<file path="src/rtl/if_fetch_stage.sv">
// ---------------------------------------------------------------------------
// if_fetch_stage
//
// Instruction-fetch stage. Owns the fetch PC, issues word fetches to
// instruction memory over a req/ready handshake and drives the IF/ID
// pipeline register consumed by decode. A decode freeze holds IF/ID. A word
// that returns while frozen is parked in a one-entry hold buffer. An execute
// redirect flushes IF/ID and reloads the PC. If a fetch is still in flight
// when the redirect arrives, that fetch is drained first.
//
// Ports
//   clk           in   rising-edge clock
//   rst           in   synchronous active-high reset
//   freeze        in   hold IF/ID (decode hazard)
//   branch_taken  in   redirect request from execute
//   branch_addr   in   redirect target (word aligned)
//   imem_req      out  fetch request
//   imem_addr     out  fetch address, stable while a request waits
//   imem_ready    in   fetch completes this cycle when imem_req=1
//   imem_rdata    in   fetched word, valid with imem_req & imem_ready
//   PC_out        out  IF/ID fetch address + 4
//   Instruction   out  IF/ID instruction
//   valid         out  IF/ID holds a real fetched instruction
// ---------------------------------------------------------------------------
module if_fetch_stage #(
    parameter logic [31:0] RESET_PC  = 32'h0000_0000,
    parameter logic [31:0] NOP_INSTR = 32'hE1A0_0000
) (
    input  logic        clk,
    input  logic        rst,
    input  logic        freeze,
    input  logic        branch_taken,
    input  logic [31:0] branch_addr,
    output logic        imem_req,
    output logic [31:0] imem_addr,
    input  logic        imem_ready,
    input  logic [31:0] imem_rdata,
    output logic [31:0] PC_out,
    output logic [31:0] Instruction,
    output logic        valid
);

    typedef enum logic [1:0] {
        FETCH = 2'd0,
        HOLD  = 2'd1,
        DRAIN = 2'd2
    } state_e;

    state_e      state_q, state_d;
    logic [31:0] fetch_pc_q, fetch_pc_d;
    logic [31:0] target_q, target_d;
    logic [31:0] hold_instr_q, hold_instr_d;
    logic [31:0] hold_pc_q, hold_pc_d;
    logic [31:0] instr_q, instr_d;
    logic [31:0] pc_out_q, pc_out_d;
    logic        valid_q, valid_d;

    logic        acc;
    logic [31:0] pc_plus4;

    // The request stays up in FETCH and DRAIN. In DRAIN, the address is still
    // the address of the abandoned fetch, so the memory sees a stable request.
    assign imem_req  = (state_q != HOLD);
    assign imem_addr = fetch_pc_q;
    assign acc       = imem_req & imem_ready;
    assign pc_plus4  = fetch_pc_q + 32'd4;   // wraps modulo 2^32

    assign Instruction = instr_q;
    assign PC_out      = pc_out_q;
    assign valid       = valid_q;

    always_comb begin
        // NOTE: every signal gets a hold-value default first so that no path
        // leaves it unassigned, which would infer a latch.
        state_d      = state_q;
        fetch_pc_d   = fetch_pc_q;
        target_d     = target_q;
        hold_instr_d = hold_instr_q;
        hold_pc_d    = hold_pc_q;
        instr_d      = instr_q;
        pc_out_d     = pc_out_q;
        valid_d      = valid_q;

        if (branch_taken) begin
            // A redirect flushes IF/ID even while decode is frozen.
            instr_d      = NOP_INSTR;
            valid_d      = 1'b0;
            hold_instr_d = '0;
            hold_pc_d    = '0;
            if (imem_req && !acc) begin
                // The memory still owes a word. Let it return before
                // redirecting, and remember where to go.
                target_d = branch_addr;
                state_d  = DRAIN;
            end else begin
                fetch_pc_d = branch_addr;
                state_d    = FETCH;
            end
        end else begin
            unique case (state_q)
                FETCH: begin
                    if (acc) begin
                        fetch_pc_d = pc_plus4;
                        if (freeze) begin
                            hold_instr_d = imem_rdata;
                            hold_pc_d    = pc_plus4;
                            state_d      = HOLD;
                        end else begin
                            instr_d  = imem_rdata;
                            pc_out_d = pc_plus4;
                            valid_d  = 1'b1;
                        end
                    end else if (!freeze) begin
                        // Wait state: insert a bubble so that a stale valid
                        // word is not re-issued to decode.
                        instr_d = NOP_INSTR;
                        valid_d = 1'b0;
                    end
                end
                HOLD: begin
                    if (!freeze) begin
                        instr_d  = hold_instr_q;
                        pc_out_d = hold_pc_q;
                        valid_d  = 1'b1;
                        state_d  = FETCH;
                    end
                end
                DRAIN: begin
                    if (acc) begin
                        fetch_pc_d = target_q;
                        state_d    = FETCH;
                    end
                end
                default: state_d = FETCH;
            endcase
        end
    end

    always_ff @(posedge clk) begin
        // NOTE: state registers use non-blocking assignments so that every flop
        // samples the values from before the edge, whatever the statement order.
        if (rst) begin
            state_q      <= FETCH;
            fetch_pc_q   <= RESET_PC;
            target_q     <= '0;
            hold_instr_q <= '0;
            hold_pc_q    <= '0;
            instr_q      <= NOP_INSTR;
            pc_out_q     <= '0;
            valid_q      <= 1'b0;
        end else begin
            state_q      <= state_d;
            fetch_pc_q   <= fetch_pc_d;
            target_q     <= target_d;
            hold_instr_q <= hold_instr_d;
            hold_pc_q    <= hold_pc_d;
            instr_q      <= instr_d;
            pc_out_q     <= pc_out_d;
            valid_q      <= valid_d;
        end
    end

endmodule

</file>
<file path="config.mk">
export PLATFORM = sky130hd
export DESIGN_NAME = if_fetch_stage
export DESIGN_NICKNAME = d
export VERILOG_FILES = /design/src/rtl/if_fetch_stage.sv
export SDC_FILE = /design/constraint.sdc
export NUM_CORES = 1
export LEC_CHECK = 0
export CAP_MARGIN = 10
export CELL_PAD_IN_SITES_DETAIL_PLACEMENT = 1
export CELL_PAD_IN_SITES_GLOBAL_PLACEMENT = 2
export CORE_AREA = 2 2 186 188
export DETAILED_ROUTE_END_ITERATION = 16
export DIE_AREA = 0 0 188 190
export MAX_ROUTING_LAYER = met4
export PLACE_DENSITY_LB_ADDON = 0.15
export SETUP_SLACK_MARGIN = 0.3
export SLEW_MARGIN = 5
export SYNTH_ARGS = -nofsm -noshare
export SYNTH_HDL_FRONTEND = slang
export SYNTH_SLANG_ARGS = --single-unit
</file>
<file path="constraint.sdc">
create_clock -name clk -period 1.9 [get_ports clk]
set_input_delay 0.38 -clock clk [delete_from_list [all_inputs] [get_ports clk]]
set_output_delay 0.38 -clock clk [all_outputs]
set_load 0.01 [all_outputs]
</file>
**Yosys cells after proc, flatten, opt, wreduce, memory -nomap -nowiden**

Cells that the tools add are included.

- Output and inout port bits: 98
- Word-level logic and storage cells: 61
- Register bits after elaboration: 195

- Eq/ne operators: 12
- Multiplexer cells: 25
- $add $sub $neg: 1
- Bitwise operators: 2
- Reductions and logical operators: 13

Operators with widths:

| cell | count |
|---|---|
| 32-bit 2-to-1 mux | 11 |
| 32-bit one-hot mux with 2 select lines | 3 |
| 32-bit by 3-bit adder with 32-bit output (second input constant) | 1 |
| 3-bit != test (second input constant) | 5 |
| 2-bit 2-to-1 mux | 6 |
| 2-bit != test (second input constant) | 4 |
| 4-bit AND reduction | 2 |
| 2-bit one-hot mux with 3 select lines | 1 |
| 3-bit AND reduction | 2 |
| 5-bit AND reduction | 1 |
| 2-bit AND reduction | 2 |
| 1-bit 2-to-1 mux | 3 |
| 3-bit nonzero test | 1 |
| 2-bit by 1-bit equality test with 1-bit output (second input constant) | 1 |
| 2-bit equality test (second input constant) | 1 |
| 2-bit logical NOT | 1 |
| 2-bit by 1-bit != test with 1-bit output (second input constant) | 1 |
| 1-bit one-hot mux with 2 select lines | 1 |
| 2-bit nonzero test | 1 |
| 2-bit OR reduction | 1 |
| 1-bit bitwise AND | 1 |
| 1-bit logical AND | 1 |
| 1-bit logical NOT | 1 |
| 1-bit NOT | 1 |

**Depth between registers and ports, before layout**

Gate-level depths: netlist (run 1).

- Word-level depth: 6
- Depth in mapped cells: 9
- Mapped depth without buffers: 6

**Worst setup path before layout (run 1)**

OpenSTA, ideal clock, no wires.

- Path type: reg2reg
- From: register fetch_pc_q[2] (netlist: imem_addr[2])
- To: register fetch_pc_q[30] (netlist: imem_addr[30])
- Cell stages (with the launch flop): 7
- Clock period less this slack: 1.982 ns
- Required time: 1.833 ns
- Data arrival time: 1.915 ns
- Library setup time: 0.067 ns
- Path slack: -0.082 ns
- Path through: dfxtp_1 > ha_1 > and2_1 > nand4_4 > or4_4 > a2111o_1 > a21oi_2

- Longest elaborated chain between the ends: 4

Ends and longest elaborated chain:

| item | RTL line | source |
|---|---|---|
| from (decl) | 50 | `logic [31:0] fetch_pc_q, fetch_pc_d;` |
| from (signal assigned) | 153 | `fetch_pc_q <= fetch_pc_d;` |
| 32-bit by 3-bit adder with 32-bit output | 66 | `assign pc_plus4 = fetch_pc_q + 32'd4;` |
| 32-bit 2-to-1 mux | 102 | `if (acc) begin` |
| 32-bit one-hot mux with 2 select lines | 100 | `unique case (state_q)` |
| 32-bit 2-to-1 mux | 84 | `if (branch_taken) begin` |

No other way between the ends. The select of a mux whose other input is x is not followed.
A chain may end at the register's enable or synchronous reset.

**Worst setup path in the final report (run 1)**

- From: register fetch_pc_q[2] (netlist: imem_addr[2])
- To: register pc_out_q[26] (netlist: PC_out[26])

- Longest elaborated chain between the ends: 4

Ends and longest elaborated chain:

| item | RTL line | source |
|---|---|---|
| 32-bit by 3-bit adder with 32-bit output | 66 |  |
| 32-bit 2-to-1 mux | 104 | `if (freeze) begin` |
| 32-bit 2-to-1 mux | 102 |  |
| 32-bit one-hot mux with 2 select lines | 100 |  |
| to (signal assigned) | 158 | `pc_out_q <= pc_out_d;` |
| to (decl) | 55 | `logic [31:0] pc_out_q, pc_out_d;` |

No other way between the ends. The select of a mux whose other input is x is not followed.

==> results of run 1 <==
[per-layer routing]
layer	wire, um	vias up	global-route usage, %
met3	1185	35	2.785
li1	-	4599	-
met4	770	0	6.451
met2	17100	185	33.11
met1	17650	4603	26.85
met5	0	-	-
[layout make-up]
type / instances / area (um^2) / share of cell area, %
Sequential cell: 195 / 3970 / 28.67
Multi-Input combinational cell: 836 / 5388 / 38.91
Inverter: 8 / 35.03 / 0.2530
Tap cell: 455 / 569.3 / 4.111
Timing Repair Buffer: 356 / 3318 / 23.96
Clock inverter: 11 / 126.4 / 0.9126
Clock buffer: 21 / 440.4 / 3.181
[placed cells by master, fill, tap and decap left out, types with 31 or more instances in the layout]
master           Yosys  layout
o21ai_0             44      31
dlygate4sd2_1        0      72
clkdlybuf4s50_1      0      64
a21oi_1            124     110
buf_4                2     130
nor2_1             105      97
dfxtp_1            195     162
a311oi_1            33      31
nand3_1             50      42
nand2_1            223     215
buf_6                3      39
[state kept, by name, indices dropped and copies added, names as in the netlist]
signal	flops
hold_instr_q	32
target_q	32
state_q	2
imem_addr	32
valid	1
PC_out	32
Instruction	32
hold_pc_q	32
[Yosys cell counts (4+ instances only)]
library cell,count
a211o_1,8
a211oi_1,23
a21oi_1,124
a311oi_1,33
a31oi_1,20
and2_1,7
and3_1,18
and4_1,7
buf_1,7
buf_2,12
clkbuf_1,76
dfxtp_1,195
inv_1,6
mux2i_1,5
nand2_1,223
nand2b_1,4
nand3_1,50
nand4_1,10
nor2_1,105
nor3_1,22
nor3b_1,7
nor4_1,5
o211ai_1,7
o21a_1,5
o21ai_0,44
o21ai_1,7
o22ai_1,9
o311ai_0,6
or3_1,5
xnor2_1,14
xor2_1,7
[critical path, cell delays in order (launching register included)]
cell     delay, ps
dfxtp_4        380
ha_4           160
buf_6           90
and3_4         190
nand4_1        120
buf_6          180
nor4_4         290
xnor2_2        230
o22ai_1        150
[worst paths after layout]
kind                                                  end  cells after the start                       from  slack (ps)
worst max-delay path              PC_out[26]$_SDFFE_PP0P_                      8  imem_addr[2]$_SDFFE_PP0P_           3
worst min register to register  target_q[20]$_SDFFE_PP0P_                      2  target_q[20]$_SDFFE_PP0P_         450
worst max register to register    PC_out[26]$_SDFFE_PP0P_                      8  imem_addr[2]$_SDFFE_PP0P_           3
worst min-delay path              PC_out[12]$_SDFFE_PP0P_                      2                        rst         370
[cell families (layout without fill, tap and decap cells)]
| logic type | count (synthesis) | in the layout | synth area share [%] |
|---|---|---|---|
| mux | 5 | 5 | 0.5586 |
| fa+ha+maj | 1 | 1 | 0.1396 |
| flops | 195 | 195 | 43.57 |
| compound gates | 316 | 316 | 22.36 |
| xor+xnor | 21 | 21 | 2.053 |
| simple gates | 493 | 493 | 25.62 |
| buf+inv | 113 | 396 | 5.698 |
[what timing repair did]
item,4_1_cts,5_1_grt
resized for setup,249,128
gates cloned,0,1
pin swaps,43,61
endpoints found under the setup margin,283,200
buffers inserted,25,21
endpoints found under the hold margin,0,0
[power by group]
group,switching [mW],internal (mW),leakage (nW),total [mW]
logic,0.977,0.793,3.52,1.77
registers,0.117,4.26,1.60,4.37
clock network,1.76,1.95,0.273,3.71
[through the flow]
step	instance area, um^2	utilization (%)	std cells	power, mW
6_report	13850	40.79	1882	9.853
4_1_cts	13250	39.04	1860	9.862
2_1_floorplan	9220	-	1144	5.222
5_1_grt	13850	40.79	1882	10.27
3_5_place_dp	12060	35.53	1803	6.098
3_3_place_gp	12060	35.53	1803	6.078
==> key figures, run 1 <==
Outcome
  – Result of the run: finished, final reports clean

STA
  – Slew margin rel.: 67.76%
  – Final worst slack: approximately 2.6 ps
  – Tcrit/Tclk final: 99.87%
  – Hold_ws: 371.7 ps
  – Max-slew violation count: 0
  – Clock Skew: 9.678 ps
  – Fmax: between 500 and 600 MHz
  – RSZ-0062 raised after global routing: true
  – Endpoints failing hold: 0
  – Final setup TNS: 0 ps
  – Min Tclk post-route: 1897 ps
  – Finish-stage setup viols: 0
  – Actual slew at the worst max-slew pin: 471.5 ps

Clock network
  – Clk sinks: between 150 and 200
  – Root Buffer: clkbuf_16
  – Cts hold-fix bufs: 0
  – Clk slew on worst S/H paths: roughly 80 ps
  – CTS tree: done
  – H-Tree Depth: 4
  – Num CTS Buffers: 17
  – Clk buf depth: 2
  – Clk Latency, worst-skew pair: around 460 ps

Synthesis
  – Post-synth top area share: a little over two fifths
  – Post-synthesis sequential area ratio: 43.57%
  – Post-Syn Area: 0.008960 mm^2
  – Syn Nets: around 1200
  – FF+latch count, synth: between 150 and 200
  – Post-synth EDFFs: 0
  – Top cells by area, synth: dfxtp_1 44%, nand2_1 9.3%, a21oi_1 6.9%
  – Async set or reset register ratio after synthesis: 0%
  – Count of cell types in the netlist: 77
  – Post-synth top area cell: dfxtp_1
  – Top FF cell, synth: dfxtp_1
  – Yosys warnings: 0
  – Syn Inst Count: 1144
  – Mean post-synth cell area: 7.832 um^2

Global route
  – Global-route wire length before repair: 55.63 mm
  – Vias in the first global route: 9495
  – Initial antenna violation count: 0
  – GRT overflow: 0
  – Global Route Usage Sum: between 20% and 30%
  – Largest net degree at the start of global routing: 55

Routing
  – Initial detailed-routing violation count: 390
  – Wire per inst: 19.50 um
  – DR vias/cell: 5.006
  – Post-route ant nets: 0
  – TritonRoute pass-1 iters: 5
  – Routed Wire Length: between 30 and 40 mm
  – Via count: roughly 9400
  – DR DRC count: 0

Setup path
  – Setup crit end kind: register
  – CP required: 2230 ps
  – Crit-path max FO: 6
  – Setup Crit Path Kind: register to register
  – CP Launch Type: register
  – Critical Path AT: 2230 ps

Floorplan
  – FP Rows: 68
  – Die area: 0.03572 mm^2
  – Initial Util: around a quarter
  – Core Region: ~0.034 mm^2
  – Die height: 190 um
  – DIE WIDTH: 188 um
  – I/O pins: 167

Pwr
  – Peak supply drop: 0.6882 mV
  – Leakage power: 5.397 nW
  – Power density over the cells: 711.6 mW/mm^2

Placed design
  – HPWL Detailed: 25.01 mm
  – Routability cong.: approximately 0.8
  – Setup WS pre-CTS: -426.1 ps
  – Port bufs: 166

Worst hold path
  – Worst hold-check path type: primary input to register

Cells and area
  – Nets: 1484
  – # fillers: 3984
  – Layout cells sized above 1: 28.52%
  – Area Growth Syn to Fin: 54.55%
  – ANT cells: 0

Flow run
  – Max Cap Violations: 0
Note: power is estimated with default switching activity, not from simulation.
==> inputs of run 2 (changes only) <==
--- a/config.mk
+++ b/config.mk
@@ -5,7 +5,7 @@
 export SDC_FILE = /design/constraint.sdc
 export NUM_CORES = 1
 export LEC_CHECK = 0
-export CAP_MARGIN = 10
+export CAP_MARGIN = 30
 export CELL_PAD_IN_SITES_DETAIL_PLACEMENT = 1
 export CELL_PAD_IN_SITES_GLOBAL_PLACEMENT = 2
 export CORE_AREA = 2 2 186 188
==> results of run 2 <==
Final layout, timing and power as in run 1 (identical DEF).
